`src/rtl/instr_fetch_queue_pkg.sv`:
```
// Shared processor definitions: instruction word layout, key opcodes, issue-FSM states.
// No logic, no latency.
// Not applicable (types and constants only).
package proc_pkg;

  localparam int INST_W = 16;

  localparam logic [2:0] OPC_HALT = 3'b111;
  localparam logic [2:0] OPC_ALU  = 3'b011;

  // Field positions shared with the execute stage
  localparam int OPC_LSB  = 0;
  localparam int OPC_MSB  = 2;
  localparam int FUNC_LSB = 3;
  localparam int FUNC_MSB = 6;
  localparam int REG2_LSB = 7;
  localparam int REG2_MSB = 9;
  localparam int REG1_LSB = 10;
  localparam int REG1_MSB = 12;
  localparam int REGW_LSB = 13;
  localparam int REGW_MSB = 15;

  // Packed view of one instruction word, MSB field first
  typedef struct packed {
    logic [REGW_MSB-REGW_LSB:0] regw;
    logic [REG1_MSB-REG1_LSB:0] reg1;
    logic [REG2_MSB-REG2_LSB:0] reg2;
    logic [FUNC_MSB-FUNC_LSB:0] func;
    logic [OPC_MSB-OPC_LSB:0]   opcode;
  } inst_t;

  typedef enum logic {
    RUN    = 1'b0,
    HALTED = 1'b1
  } issue_state_e;

endpackage

```
`src/rtl/instr_fetch_queue_if.sv`:
```
// Byte-in / instruction-out bundle between the byte source, the fetch queue and execute.
// No logic, no latency.
// byte_valid/byte_ready on input; inst_valid/inst_ready on output.
interface instr_fetch_queue_if #(
  parameter int DEPTH = 4,
  parameter int CW    = $clog2(DEPTH) + 1
);
  import proc_pkg::*;

  logic [7:0]        byte_in;
  logic              byte_valid;
  logic              byte_ready;
  logic              sync_clr;
  logic              resume;
  logic [INST_W-1:0] inst_out;
  logic              inst_valid;
  logic              inst_ready;
  logic              halted;
  logic [CW-1:0]     fifo_count;
  logic [7:0]        issue_count;

  // Byte source / execute side
  modport master (
    output byte_in, byte_valid, sync_clr, resume, inst_ready,
    input  byte_ready, inst_out, inst_valid, halted, fifo_count, issue_count
  );

  // Fetch queue side
  modport slave (
    input  byte_in, byte_valid, sync_clr, resume, inst_ready,
    output byte_ready, inst_out, inst_valid, halted, fifo_count, issue_count
  );

endinterface

```
`src/rtl/instr_fetch_queue_sync_fifo.sv`:
```
// Generic synchronous FIFO with count and synchronous clear; head is read combinationally.
// Write visible at the head the cycle after push.
// Push ignored when full, pop ignored when empty; clear overrides both.
module sync_fifo #(
  parameter int WIDTH = 16,
  parameter int DEPTH = 4,
  parameter int CW    = $clog2(DEPTH) + 1
) (
  input  logic             clk,
  input  logic             rst_n,
  input  logic             clr_i,
  input  logic             push_i,
  input  logic [WIDTH-1:0] wr_dat_i,
  input  logic             pop_i,
  output logic [WIDTH-1:0] rd_dat_o,
  output logic             full_o,
  output logic             empty_o,
  output logic [CW-1:0]    count_o
);

  localparam int AW = (DEPTH > 1) ? $clog2(DEPTH) : 1;

  logic [WIDTH-1:0] mem_q [DEPTH];
  logic [AW-1:0]    wr_ptr_q, wr_ptr_d;
  logic [AW-1:0]    rd_ptr_q, rd_ptr_d;
  logic [CW-1:0]    count_q, count_d;
  logic             do_push, do_pop;

  assign full_o   = (count_q == CW'(DEPTH));
  assign empty_o  = (count_q == '0);
  assign count_o  = count_q;
  assign rd_dat_o = mem_q[rd_ptr_q];
  assign do_push  = push_i & ~full_o & ~clr_i;
  assign do_pop   = pop_i & ~empty_o & ~clr_i;

  // Storage array; data needs no reset because count gates visibility
  always_ff @(posedge clk) begin
    if (do_push) mem_q[wr_ptr_q] <= wr_dat_i;
  end

  // Pointer and occupancy next-state; pointers wrap naturally at power-of-two depth
  always_comb begin
    wr_ptr_d = wr_ptr_q;
    rd_ptr_d = rd_ptr_q;
    count_d  = count_q;
    if (clr_i) begin
      wr_ptr_d = '0;
      rd_ptr_d = '0;
      count_d  = '0;
    end else begin
      if (do_push) wr_ptr_d = wr_ptr_q + AW'(1);
      if (do_pop)  rd_ptr_d = rd_ptr_q + AW'(1);
      case ({do_push, do_pop})
        2'b10:   count_d = count_q + CW'(1);
        2'b01:   count_d = count_q - CW'(1);
        default: count_d = count_q;
      endcase
    end
  end

  // Pointer and occupancy registers
  always_ff @(posedge clk or negedge rst_n) begin
    if (!rst_n) begin
      wr_ptr_q <= '0;
      rd_ptr_q <= '0;
      count_q  <= '0;
    end else begin
      wr_ptr_q <= wr_ptr_d;
      rd_ptr_q <= rd_ptr_d;
      count_q  <= count_d;
    end
  end

endmodule

```
`src/rtl/instr_fetch_queue.sv`:
```
// Assembles low-first byte pairs into instruction words, queues them, issues to execute; HALT pauses issue.
// High byte accepted in cycle N gives inst_valid in cycle N+1.
// byte_ready drops only when a high byte is pending and the FIFO is full; issue waits on inst_ready.
module instr_fetch_queue
  import proc_pkg::*;
#(
  parameter int DEPTH = 4,
  parameter int CW    = $clog2(DEPTH) + 1
) (
  input logic               clk,
  input logic               rst_n,
  instr_fetch_queue_if.slave bus
);

  logic         phase_q, phase_d;     // 0: expecting low byte, 1: expecting high byte
  logic [7:0]   low_q, low_d;
  issue_state_e state_q, state_d;
  logic [7:0]   issue_cnt_q, issue_cnt_d;

  inst_t        head;
  logic         fifo_full, fifo_empty;
  logic [CW-1:0] fifo_cnt;
  logic         byte_acc, push, pop, hs, halt_pop, inst_vld;

  // A low byte can always be latched; a high byte needs room for the completed word
  assign bus.byte_ready = ~phase_q | ~fifo_full;
  assign byte_acc       = bus.byte_valid & bus.byte_ready & ~bus.sync_clr;
  assign push           = byte_acc & phase_q;
  assign hs             = inst_vld & bus.inst_ready & ~bus.sync_clr;
  assign pop            = hs | (halt_pop & ~bus.sync_clr);

  assign bus.inst_valid  = inst_vld;
  assign bus.inst_out    = fifo_empty ? '0 : head;
  assign bus.halted      = (state_q == HALTED);
  assign bus.fifo_count  = fifo_cnt;
  assign bus.issue_count = issue_cnt_q;

  sync_fifo #(
    .WIDTH (INST_W),
    .DEPTH (DEPTH),
    .CW    (CW)
  ) u_fifo (
    .clk      (clk),
    .rst_n    (rst_n),
    .clr_i    (bus.sync_clr),
    .push_i   (push),
    .wr_dat_i ({bus.byte_in, low_q}),
    .pop_i    (pop),
    .rd_dat_o (head),
    .full_o   (fifo_full),
    .empty_o  (fifo_empty),
    .count_o  (fifo_cnt)
  );

  // Byte assembler: flush drops any half-built word
  always_comb begin
    phase_d = phase_q;
    low_d   = low_q;
    if (bus.sync_clr) begin
      phase_d = 1'b0;
      low_d   = '0;
    end else if (byte_acc) begin
      if (!phase_q) begin
        low_d   = bus.byte_in;
        phase_d = 1'b1;
      end else begin
        phase_d = 1'b0;
      end
    end
  end

  // Issue FSM: a HALT at the head is swallowed without a handshake and parks the FSM
  always_comb begin
    state_d  = state_q;
    inst_vld = 1'b0;
    halt_pop = 1'b0;
    case (state_q)
      RUN: begin
        if (!fifo_empty) begin
          if (head.opcode == OPC_HALT) begin
            halt_pop = 1'b1;
            state_d  = HALTED;
          end else begin
            inst_vld = 1'b1;
          end
        end
      end
      HALTED: begin
        if (bus.resume) state_d = RUN;
      end
      default: state_d = RUN;
    endcase
    if (bus.sync_clr) state_d = RUN;
  end

  // Issued-instruction counter survives a flush and wraps at 8 bits
  always_comb begin
    issue_cnt_d = issue_cnt_q + (hs ? 8'd1 : 8'd0);
  end

  // State registers
  always_ff @(posedge clk or negedge rst_n) begin
    if (!rst_n) begin
      phase_q     <= 1'b0;
      low_q       <= '0;
      state_q     <= RUN;
      issue_cnt_q <= '0;
    end else begin
      phase_q     <= phase_d;
      low_q       <= low_d;
      state_q     <= state_d;
      issue_cnt_q <= issue_cnt_d;
    end
  end

endmodule
```
`src/flat_wrapper.sv`:
```
// flat-port wrapper written by rule: the top's interface ports become plain ports
module instr_fetch_queue_flat import proc_pkg::*;
#(
  parameter int DEPTH = 4,
  parameter int CW    = $clog2(DEPTH) + 1
)
  (clk, rst_n, bus_byte_in, bus_byte_valid, bus_sync_clr, bus_resume, bus_inst_ready, bus_byte_ready, bus_inst_out, bus_inst_valid, bus_halted, bus_fifo_count, bus_issue_count);
  instr_fetch_queue_if #(.DEPTH(DEPTH), .CW(CW)) bus_i ();
  input logic clk;
  input logic rst_n;
  input wire logic [$bits(bus_i.byte_in)-1:0] bus_byte_in;
  input wire logic [$bits(bus_i.byte_valid)-1:0] bus_byte_valid;
  input wire logic [$bits(bus_i.sync_clr)-1:0] bus_sync_clr;
  input wire logic [$bits(bus_i.resume)-1:0] bus_resume;
  input wire logic [$bits(bus_i.inst_ready)-1:0] bus_inst_ready;
  output wire logic [$bits(bus_i.byte_ready)-1:0] bus_byte_ready;
  output wire logic [$bits(bus_i.inst_out)-1:0] bus_inst_out;
  output wire logic [$bits(bus_i.inst_valid)-1:0] bus_inst_valid;
  output wire logic [$bits(bus_i.halted)-1:0] bus_halted;
  output wire logic [$bits(bus_i.fifo_count)-1:0] bus_fifo_count;
  output wire logic [$bits(bus_i.issue_count)-1:0] bus_issue_count;
  assign bus_i.byte_in = bus_byte_in;
  assign bus_i.byte_valid = bus_byte_valid;
  assign bus_i.sync_clr = bus_sync_clr;
  assign bus_i.resume = bus_resume;
  assign bus_i.inst_ready = bus_inst_ready;
  assign bus_byte_ready = bus_i.byte_ready;
  assign bus_inst_out = bus_i.inst_out;
  assign bus_inst_valid = bus_i.inst_valid;
  assign bus_halted = bus_i.halted;
  assign bus_fifo_count = bus_i.fifo_count;
  assign bus_issue_count = bus_i.issue_count;
  instr_fetch_queue #(.DEPTH(DEPTH), .CW(CW)) u_core (.clk(clk), .rst_n(rst_n), .bus(bus_i));
endmodule
```
`config.mk`:
```
export PLATFORM = sky130hd
export DESIGN_NAME = instr_fetch_queue_flat
export DESIGN_NICKNAME = d
export VERILOG_FILES = /design/src/rtl/instr_fetch_queue_pkg.sv /design/src/rtl/instr_fetch_queue_if.sv /design/src/rtl/instr_fetch_queue_sync_fifo.sv /design/src/rtl/instr_fetch_queue.sv /design/src/flat_wrapper.sv
export SDC_FILE = /design/constraint.sdc
export NUM_CORES = 1
export LEC_CHECK = 0
export CORE_UTILIZATION = 46
export DETAILED_ROUTE_END_ITERATION = 10
export PLACE_DENSITY = 0.68
export SKIP_LAST_GASP = 1
export SYNTH_ARGS = -nofsm -noshare
export SYNTH_HDL_FRONTEND = slang
export SYNTH_SLANG_ARGS = --single-unit
```
`constraint.sdc`:
```
create_clock -name clk -period 8.2 [get_ports clk]
set_input_delay 1.64 -clock clk [delete_from_list [all_inputs] [get_ports clk]]
set_output_delay 1.64 -clock clk [all_outputs]
set_load 0.05 [all_outputs]
```
* Word-level counts from Yosys, hierarchy flattened
Memory sizes are Yosys's and may differ from the RTL's. Index checks and enable logic that the tools add are counted.
Storage, ports and cells: bits in registers 25, output and inout bits 30, RAM bits 64, bits of input ports 14, memories 1, logic and storage cells 66
Memories:
- u_core.u_fifo.mem_q | words 4, width 16, read ports 1, clocked after memory_dff 0, write ports 1, line instr_fetch_queue_sync_fifo.sv:23 | logic [WIDTH-1:0] mem_q [DEPTH];
Operators by class: equality and inequality tests 5, reductions and logical operators 6, bitwise operators 17, $add $sub $neg 5, muxes and demuxes 25
Operator list (count):
- $mux 8 | 3
- $mux 16 | 1
- $mux 1 | 14
- $and 1x1->1 | 10
- $add 8x8->8 | 1
- $mux 2 | 4
- $eq 3x3->1 const B | 2
- $pmux 3 s2 | 1
- $reduce_bool 2->1 | 3
- $not 1->1 | 5
- $add 2x1->2 const B | 2
- $add 3x1->3 const B | 1
- $logic_not 3->1 | 1
- $mux 3 | 1
- $reduce_bool 3->1 | 1
- $sub 3x1->3 const B | 1
- $eq 2x1->1 const B | 1
- $eq 2x2->1 const B | 1
- $ne 2x2->1 const B | 1
- $or 1x1->1 | 2
- $pmux 1 s2 | 1
- $reduce_and 2->1 | 1

* Logic depth before layout (Yosys ltp)
Gate-level depths: netlist (run 1). An unclocked memory read counts as a cell.
depth after elaboration 13, depth in mapped cells 10, mapped depth without buffers 9

* Cells and area by module
Synthesis (run 1) repeated with hierarchy kept, for this count alone.
Unflattened totals: cells, all modules 234, area, all modules 3756.1 sq um
Modules (own cells, without submodules):
- sync_fifo | area each 2862.7 sq um, cells an instance 148, sequential area each 2097.0 sq um, instances 1
- instr_fetch_queue | area each 893.4 sq um, cells an instance 86, sequential area each 450.4 sq um, instances 1

* Worst setup path before layout (run 1)
Ideal clock, no wire load.
kind register -> output, start register u_core.u_fifo.count_q[2], in the netlist u_core.u_fifo.count_o[2], end output port bus_inst_valid, data required time 6.560 ns, stages on the path, launching flop included 5, arrival time 2.342 ns, buffers on the path 2, slack 4.218 ns, cells stage by stage dfrtp_1 -> buf_2 -> nor3_1 -> clkbuf_1 -> nor3_1
Between the ends: word-level cells in the longest chain between the ends 3
RTL lines:
- start: declaration | line instr_fetch_queue_sync_fifo.sv:26 | logic [CW-1:0] count_q, count_d;
- start signal: assignment | line instr_fetch_queue_sync_fifo.sv:70 | count_q <= count_d;
- $logic_not 3->1 | line instr_fetch_queue_sync_fifo.sv:30 | assign empty_o = (count_q == '0);
- $mux 1 | line instr_fetch_queue.sv:79 | if (!fifo_empty) begin
- $mux 1 | line instr_fetch_queue.sv:77 | case (state_q)
- end: declaration | line flat_wrapper.sv:18 | output wire logic [$bits(bus_i.inst_valid)-1:0] bus_inst_valid;
No other way between the ends.

* Final worst setup path (run 1)
start register u_core.u_fifo.rd_ptr_q[1], end output port bus_inst_valid
Between the ends: word-level cells in the longest chain between the ends 5
RTL lines:
- start: declaration | line instr_fetch_queue_sync_fifo.sv:25 | logic [AW-1:0] rd_ptr_q, rd_ptr_d;
- start signal: assignment | line instr_fetch_queue_sync_fifo.sv:69 | rd_ptr_q <= rd_ptr_d;
- $mem_v2 4x16
- $eq 3x3->1 | line instr_fetch_queue.sv:80 | if (head.opcode == OPC_HALT) begin
- $mux 1 | line instr_fetch_queue.sv:80
- $mux 1 | line instr_fetch_queue.sv:79
- $mux 1 | line instr_fetch_queue.sv:77
No other way between the ends.

==> results of run 1 <==
[worst max path at each step]
stage / slack, ns / endpoint / depth (start not counted)
floorplan: 4.22 / bus_inst_valid / 4
global placement: 3.81 / u_core.bus.issue_count[7]$_DFF_PN0_ / 9
detailed placement: 3.75 / u_core.bus.issue_count[7]$_DFF_PN0_ / 9
CTS: 3.48 / bus_inst_valid / 4
global route: 3.42 / bus_inst_valid / 4
finish: 3.54 / bus_inst_valid / 4
[worst register-to-register path: cells and delay by family (launching register included)]
| kind | cells | cell delay (ns) |
|---|---|---|
| AO/OA/AOI/OAI | 2 | 0.38 |
| adder cells (fa/ha/maj) | 1 | 0.44 |
| flip-flops | 1 | 0.90 |
| multiplexers | 1 | 0.46 |
| AND/OR/NAND/NOR | 3 | 0.80 |
[cells in the mapped netlist]
cell,number
nand2b_1,4
nor3_1,4
nor2_1,17
fa_1,1
mux2i_1,10
buf_1,1
buf_6,2
or3b_2,1
edfxtp_1,64
nand2_1,5
a211oi_1,1
mux4_2,16
and2b_1,4
a21oi_1,1
and3_1,2
dfrtp_1,25
and3b_1,1
nand3_1,4
and2_1,4
o221ai_1,1
and3_4,1
mux2_1,1
o21ai_0,2
inv_1,3
clkbuf_1,6
or2_2,1
buf_2,1
or3_1,1
o211ai_1,1
o41ai_1,1
xor2_2,1
xnor2_1,5
a21oi_2,1
a21o_1,1
o21ai_4,1
nor2b_1,14
xor2_1,4
ha_1,6
[metal layers]
| metal | up-vias | global-route usage [%] | routed length, µm |
|---|---|---|---|
| met5 | - | 0 | 0 |
| met4 | 0 | 7.28 | 116 |
| met2 | 48 | 25.2 | 2910 |
| met3 | 10 | 2.99 | 253 |
| met1 | 998 | 24.1 | 2940 |
| li1 | 901 | - | - |
[registers in the layout, summed over array words and instances (netlist names)]
register,flops
u_core.bus.halted,1
u_core.bus.issue_count,8
u_core.low_q,8
u_core.phase_q,1
u_core.u_fifo.count_o,3
u_core.u_fifo.mem_q,64
u_core.u_fifo.rd_ptr_q,2
u_core.u_fifo.wr_ptr_q,2
[metrics by stage]
stage          total power, mW  instances  utilization (%)
5_1_grt                   1.38        373             56.7
3_3_place_gp              1.06        357             54.5
2_1_floorplan            0.894        219                -
4_1_cts                   1.33        373             56.7
6_report                  1.32        373             56.7
3_5_place_dp              1.06        357             54.5
[power by group through the flow]
stage                     registers [mW]  logic, mW  clock network (mW)
final                              0.542      0.501               0.272
after global routing               0.547      0.533               0.297
after CTS                          0.543      0.509               0.276
after detailed placement           0.552      0.508                   0
after global placement             0.552      0.507                   0
after floorplan                    0.589      0.305                   0
[cell families (layout without fill, tap and decap cells)]
logic type	count (synthesis)	in the layout
AOI/OAI and AO/OA	10	10
xor gates and xnor gates	10	10
adders and majority gates	7	7
buffers and inverters	13	65
DFF	89	89
muxes	27	27
and+or+nand+nor	63	63
[layout make-up]
cell class              instances  area, µm²
clock inverters                 7       53.8
clock buffers                   9        124
fillers                       631       3360
flip-flops and latches         89       2550
well taps                     102        128
multi-input cells             117       1090
repair buffers                 46        453
inverters                       3       11.3
==> metrics, run 1 <==
status=complete, no violations; chip width=91.7 µm; initial antenna violation count=0; Tcrit/Tclk final=56.8%; R2R setup slack=5.13 ns; multiplexer share of the synthesized area=12.8%; Leak=1.60 nW; peak supply drop=206 µV; Max Cap Viol=0; Antenna diodes=0; synthesized instance count=219; final antenna-violating net count=0; core area=7770 µm²; cell area after layout=4410 µm²; switching pwr=0.514 mW; total gr overflow=0; HP Class=flip-flop to flip-flop; CP startpoint kind=flip-flop; most frequent cells in the layout=edfxtp_1, clkdlybuf4s50_1, dfrtp_1, nor2_1, mux4_2; clock sink count=89; Total GRT Usage=16.7%; Worst Path Arrival=3.02 ns; #FFs+latches synth=89; DP HPWL=3930 µm; Crit. Startpoint=u_core.u_fifo.rd_ptr_q[1]$_DFFE_PN0P_; Critical path buffers and inverters=1; # IOs=44; R2R Path End=u_core.u_fifo.count_o[2]$_DFFE_PN0P_; PD cells=299 nW/µm²; Starting Density=47.6%; clk buf depth=2; CTS buffer count=9; hold_buf cts=0; clk_skew=0.0101 ns; Crit Path Category=flip-flop to output pin; Crit-path slowest cell=dfrtp_1; synthesized area=3700 µm²; Setup Fix Bufs, Post-CTS=0; Residual DRC=0; Hold EP=u_core.bus.issue_count[7]$_DFF_PN0_; min Tclk post-route=4.66 ns; sequential power share=41.2%; combinational family with the most area after synthesis=multiplexers; Slew @ Worst Pin=0.902 ns; Worst-path clk slew=0.08 ns; commonest non-fill, non-tap cell in the layout=edfxtp_1; total wire length=6220 µm; DR iter-0 viols=118; worst hold start=u_core.bus.issue_count[7]$_DFF_PN0_; Crit path largest cell delay=0.90 ns; Syn Nets=240; hold path depth=1; gpl congestion=0.731; xor-xnor portion of the synthesized cell area=2.57%; Layout area overhead=19.2%; Worst Reg-to-Reg Cells=7; area share of fa/ha/maj cells after synthesis=2.57%; Yosys Warn Count=0; post-CTS sizing=0; worst-path maximum fanout=17; vias per cell=5.25; drt pass-1 iters=4; die area=8400 µm²; TNS Setup=0 ns; syn avg cell area=16.9 µm²; total placed instance area=4230 µm²; Core Rows=32; Slew Viols, Final=0; R2R Path Start=u_core.u_fifo.rd_ptr_q[1]$_DFFE_PN0P_; fraction of layout cells with a size suffix above 1=15.1%; Slew HR=39.9%; fin nets=287; Compound-Gate Fraction of Synth Area=2.17%; Final setup viols=0; internal power=0.802 mW; share of the synthesized area in the top cell type=52.0%; CP endpoint kind=output pin; Die Y=91.7 µm; vias in the first global route=1960; RSZ-0062 raised after global routing=no; Simple-Gate Fraction of Synth Area=9.30%; CTS tree=done; Required @ worst endpoint=6.56 ns; clk root buf=clkbuf_8; clock network power share=20.7%; combinational share of power=38.1%; final worst slack=3.54 ns; H-tree depth=3; largest cells by area after synthesis=edfxtp_1, dfrtp_1, mux4_2; Switching Fraction=39.0%; largest net degree at the start of global routing=26; worst-path cell chain=mux4_2 > and3_4 > nor3_1 > clkdlybuf4s50_1; register area share after synthesis=68.9%; Hold Slack=0.487 ns; Synth cell types=38; clk_lat worst skew=0.36 ns; wire per inst=16.7 µm; routed vias=1957; Achievable Freq=215 MHz; leading area contributor after synthesis=edfxtp_1; endpoints failing hold=0; pre-CTS setup slack=3.75 ns; first-pass GRT wire length=10300 µm; PortBufs=43; critical path's top delay family=flip-flops
No activity file was read; power rests on OpenSTA's default activity.
==> run 2: changes to the inputs <==
--- a/config.mk
+++ b/config.mk
@@ -7,7 +7,7 @@
 export LEC_CHECK = 0
 export CORE_UTILIZATION = 46
 export DETAILED_ROUTE_END_ITERATION = 10
-export PLACE_DENSITY = 0.68
+export PLACE_DENSITY = 0.7
 export SKIP_LAST_GASP = 1
 export SYNTH_ARGS = -nofsm -noshare
 export SYNTH_HDL_FRONTEND = slang
==> constraint.sdc (replaced) <==
create_clock -name clk -period 3.9 [get_ports clk]
set_input_delay 0.78 -clock clk [delete_from_list [all_inputs] [get_ports clk]]
set_output_delay 0.78 -clock clk [all_outputs]
set_load 0.05 [all_outputs]
==> metrics, run 2 (same netlist as run 1, synthesis figures left out) <==
Crit Path Category=flip-flop to output pin; worst-path cell chain=buf_12 > mux4_2 > nor2b_1 > clkdlybuf4s50_1; Worst Path Arrival=2.54 ns; fraction of layout cells with a size suffix above 1=16.9%; clk root buf=clkbuf_8; final antenna-violating net count=0; Core Rows=32; Placed Cells=364; Worst-path clk slew=0.08 ns; die area=8400 µm²; Crit path largest cell delay=0.70 ns; PortBufs=43; Hold Slack=0.472 ns; total wire length=6660 µm; chip width=91.7 µm; Die Y=91.7 µm; Slew Viols, Final=0; H-tree depth=3; vias per cell=5.32; initial antenna violation count=0; Starting Density=47.6%; fin nets=294; gpl congestion=0.717; first-pass GRT wire length=11000 µm; Max Cap Viol=0; worst-path maximum fanout=13; CP endpoint kind=output pin; CP startpoint kind=flip-flop; min Tclk post-route=3.32 ns; Layout area overhead=20.5%; largest net degree at the start of global routing=26; clk_lat worst skew=0.36 ns; status=complete, no violations; Tcrit/Tclk final=85.2%; DR iter-0 viols=95; Antenna diodes=0; most frequent cells in the layout=edfxtp_1, clkdlybuf4s50_1, dfrtp_1, nor2_1, mux4_2; # IOs=44; wire per inst=17.5 µm; Top reg by flops=u_core.u_fifo.mem_q; drt pass-1 iters=4; Leak=1.63 nW; post-CTS sizing=0; Slew @ Worst Pin=0.640 ns; CTS buffer count=9; total gr overflow=0; DP HPWL=4170 µm; CTS tree=done; Slew HR=57.3%; commonest non-fill, non-tap cell in the layout=edfxtp_1; Setup Fix Bufs, Post-CTS=0; Crit-path slowest cell=clkdlybuf4s50_1; Residual DRC=0; RSZ-0062 raised after global routing=no; Achievable Freq=301 MHz; Total GRT Usage=17.9%; TNS Setup=0 ns; routed vias=2021; core area=7770 µm²; clk buf depth=2; HP Class=flip-flop to flip-flop; PD cells=621 nW/µm²; clock sink count=89; hold_buf cts=0; Required @ worst endpoint=3.12 ns; Final setup viols=0; vias in the first global route=2103; Largest register FFs=64; endpoints failing hold=0; peak supply drop=359 µV; clk_skew=0.00951 ns; Non-Filler Instances=380
[run 2: final timing paths]
path | slack, ns | start | cells after the start | endpoint
max in group asynchronous | 2.85 | rst_n | 2 | u_core.low_q[5]$_DFFE_PN0P_
setup reg to reg | 0.85 | u_core.u_fifo.rd_ptr_q[0]$_DFFE_PN0P_ | 8 | u_core.u_fifo.count_o[2]$_DFFE_PN0P_
hold / removal | 0.47 | u_core.bus.issue_count[7]$_DFF_PN0_ | 1 | u_core.bus.issue_count[7]$_DFF_PN0_
min in group asynchronous | 0.79 | rst_n | 2 | u_core.bus.issue_count[0]$_DFF_PN0_
hold reg to reg | 0.47 | u_core.bus.issue_count[7]$_DFF_PN0_ | 1 | u_core.bus.issue_count[7]$_DFF_PN0_
setup / recovery | 0.58 | u_core.u_fifo.rd_ptr_q[0]$_DFFE_PN0P_ | 4 | bus_inst_out[0]
[run 2: final cells by class]
| type | count | area, µm² |
|---|---|---|
| Clock buffer | 11 | 131 |
| Clock inverter | 5 | 32.5 |
| Tap cell | 102 | 128 |
| Timing Repair Buffer | 53 | 515 |
| Inverter | 3 | 11.3 |
| Fill cell | 612 | 3310 |
| Sequential cell | 89 | 2550 |
| Multi-Input combinational cell | 117 | 1090 |
[run 2: critical path, delay by kind of cell (launching register included)]
| family | cells | cell delay, ns |
|---|---|---|
| buf+inv | 2 | 0.92 |
| flops | 1 | 0.57 |
| mux | 1 | 0.54 |
| simple gates | 1 | 0.15 |
[run 2: power breakdown]
group	switching (mW)	internal, mW	total [mW]
sequential	0.0739	1.07	1.14
clock	0.318	0.230	0.548
combinational	0.683	0.396	1.08
[run 2: layer usage]
metal  track usage [%]  vias to the layer above  wire length (µm)
met3              3.48                       14               318
li1                  -                      917                 -
met1              24.3                     1032              2990
met4              9.52                        0               138
met2              27.6                       58              3220
met5                 0                        -                 0
[run 2: stage by stage]
stage,util (%),area (µm²),power [mW],setup slack (ns)
floorplan,-,3700,1.88,0.778
finish,57.4,4460,2.77,0.577
global route,57.4,4460,2.88,0.466
CTS,57.4,4460,2.79,0.534
global placement,55.3,4290,2.24,0.911
detailed placement,55.3,4290,2.25,0.829
==> edit: new RTL, settings of run 2 <==
Reset style: synchronous (`rst_n`), changed in 2 clocked blocks.
--- a/src/rtl/instr_fetch_queue_sync_fifo.sv
+++ b/src/rtl/instr_fetch_queue_sync_fifo.sv
@@ -59,7 +59,7 @@
   end
 
   // Pointer and occupancy registers
-  always_ff @(posedge clk or negedge rst_n) begin
+  always_ff @(posedge clk) begin
     if (!rst_n) begin
       wr_ptr_q <= '0;
       rd_ptr_q <= '0;
--- a/src/rtl/instr_fetch_queue.sv
+++ b/src/rtl/instr_fetch_queue.sv
@@ -99,7 +99,7 @@
   end
 
   // State registers
-  always_ff @(posedge clk or negedge rst_n) begin
+  always_ff @(posedge clk) begin
     if (!rst_n) begin
       phase_q     <= 1'b0;
       low_q       <= '0;
Check against the original RTL: differs if rst_n is asserted again (counterexample within 4 cycles, from zero or initial values and one cycle with rst_n low); with rst_n held inactive, the same outputs for 10 cycles.
==> edit against run 2 <==
Die area down 2.1%. Setup slack better by 0.025 ns. Cell area down 2.7%. Core utilization up 1.2 points. Wire length down 9.6%. Sequential cell count up 2. Critical path depth down 1. Synthesized area down 2.2%. Critical endpoint unchanged. Largest cell class unchanged.
Power is not compared: it rests on default switching activity, and its combinational part moved more than twofold at a synthesized area within 25%.
==> edit: results (changes against run 2) <==
Clock tree
  – CTS Sinks: 91 (+2.2%)

Synth
  – Dominant cells by area after synthesis: edfxtp_1, dfxtp_1, mux4_2, nor2b_1, mux2i_1
  – Synth top cells by count: edfxtp_1, dfxtp_1, nor2b_1
  – Synth async-reset ratio: 0 (-0.281)
  – Mean post-synth cell area: 16.2 µm² (-4.3%)
  – Count of different cell masters after synthesis: 36 (-5.3%)
  – Register area share after synthesis: 0.680 (-0.00827)
  – Mapped Nets: 246 (+2.5%)

Finish
  – Layout non-clock buf frac: 0.109 (-0.00664)
  – Final #Nets: 296 (+0.68%)
  – Max reg flops: 64 (unchanged)
  – Fraction of area in multi-input gates: 0.251 (+0.00584)
  – Nonclk inv count: 7 (+4)
  – Non-clock buffers: 49 (-7.5%)
  – Clock network area share: 0.0381 (+0.00130)
  – # fillers: 578 (-5.6%)
  – Multi-In Gates: 116 (-0.85%)
  – Layout cells sized above 1: 0.137 (-0.0324)
  – Area grow syn2layout: 19.9%

Global routing
  – Vias in the first global route: 1965 (-6.6%)
  – Largest net degree at the start of global routing: 22 (-15%)
  – First-pass GRT wire length: 9790 µm (-11%)

Status
  – Status: complete, no violations

Detailed routing
  – WL final: 6020 µm (-9.6%)
  – Via-per-instance ratio: 5.05 (-5.1%)
  – DRT Pass-1 Iters: 4 (unchanged)
  – Drt initial violations: 104 (+9.5%)

Timing
  – Max Clock Skew: 0.00682 ns (-0.00269 ns)
  – Relative slew margins: 0.451 (-0.122)

Critical path
  – CP Max Fanout: 16 (+3)
  – Crit path max-delay family: flip-flops
  – CP peak stage delay: 0.82 ns (+0.12 ns)

Place
  – Hpwl dp: 3810 µm (-8.7%)
  – Placed Area: 4170 µm² (-2.8%)
## edit: changes by cell type after synthesis, sizes merged, moves of 2 or more
cell and change:
nand2b -3, o21ai -2, and2b -4, dfxtp +27, inv +4, dfrtp -25
nor2b +3, a21oi +4, and2 +8, nand2 -5
## edit: worst paths after layout
check                                               from                                endpoint  slack [ns]  depth (start not counted)
setup / recovery                               flip-flop                         bus_inst_out[0]        0.60                          3
hold / removal    u_core.u_fifo.rd_ptr_q[0]$_SDFFE_PP0P_  u_core.u_fifo.rd_ptr_q[0]$_SDFFE_PP0P_        0.50                          2
setup reg to reg                               flip-flop   u_core.u_fifo.count_o[2]$_SDFFE_PP0P_        0.88                          9
hold reg to reg   u_core.u_fifo.rd_ptr_q[0]$_SDFFE_PP0P_  u_core.u_fifo.rd_ptr_q[0]$_SDFFE_PP0P_        0.50                          2
## edit: per-layer routing
metal,share of wire,global-route usage
met1,0.45,0.200
met2,0.50,0.261
met3,0.020,0.0253
met4,0.022,0.0954
met5,0,0
## edit: kinds of logic after synthesis
group                      share of synthesized area
DFF                                            0.680
and+or+nand+nor                                0.101
muxes                                          0.127
buffers and inverters                         0.0204
AOI/OAI and AO/OA                             0.0197
xor gates and xnor gates                      0.0218
adders and majority gates                     0.0297
## edit: per-stage QoR
stage               setup slack (ns)  instances  hold WS (ns)   util
floorplan                      0.748        224         0.449      -
global placement               0.940        362         0.482  0.563
detailed placement             0.866        362         0.487  0.563
CTS                            0.552        377         0.505  0.586
global route                   0.443        377         0.526  0.586
finish                         0.602        377         0.500  0.586
## edit: power breakdown
part	switching, mW	total (mW)	internal (mW)
sequential	0.00332	1.03	1.03
combinational	0.0250	0.0475	0.0225
clock	0.322	0.550	0.228
total	0.350	1.63	1.28
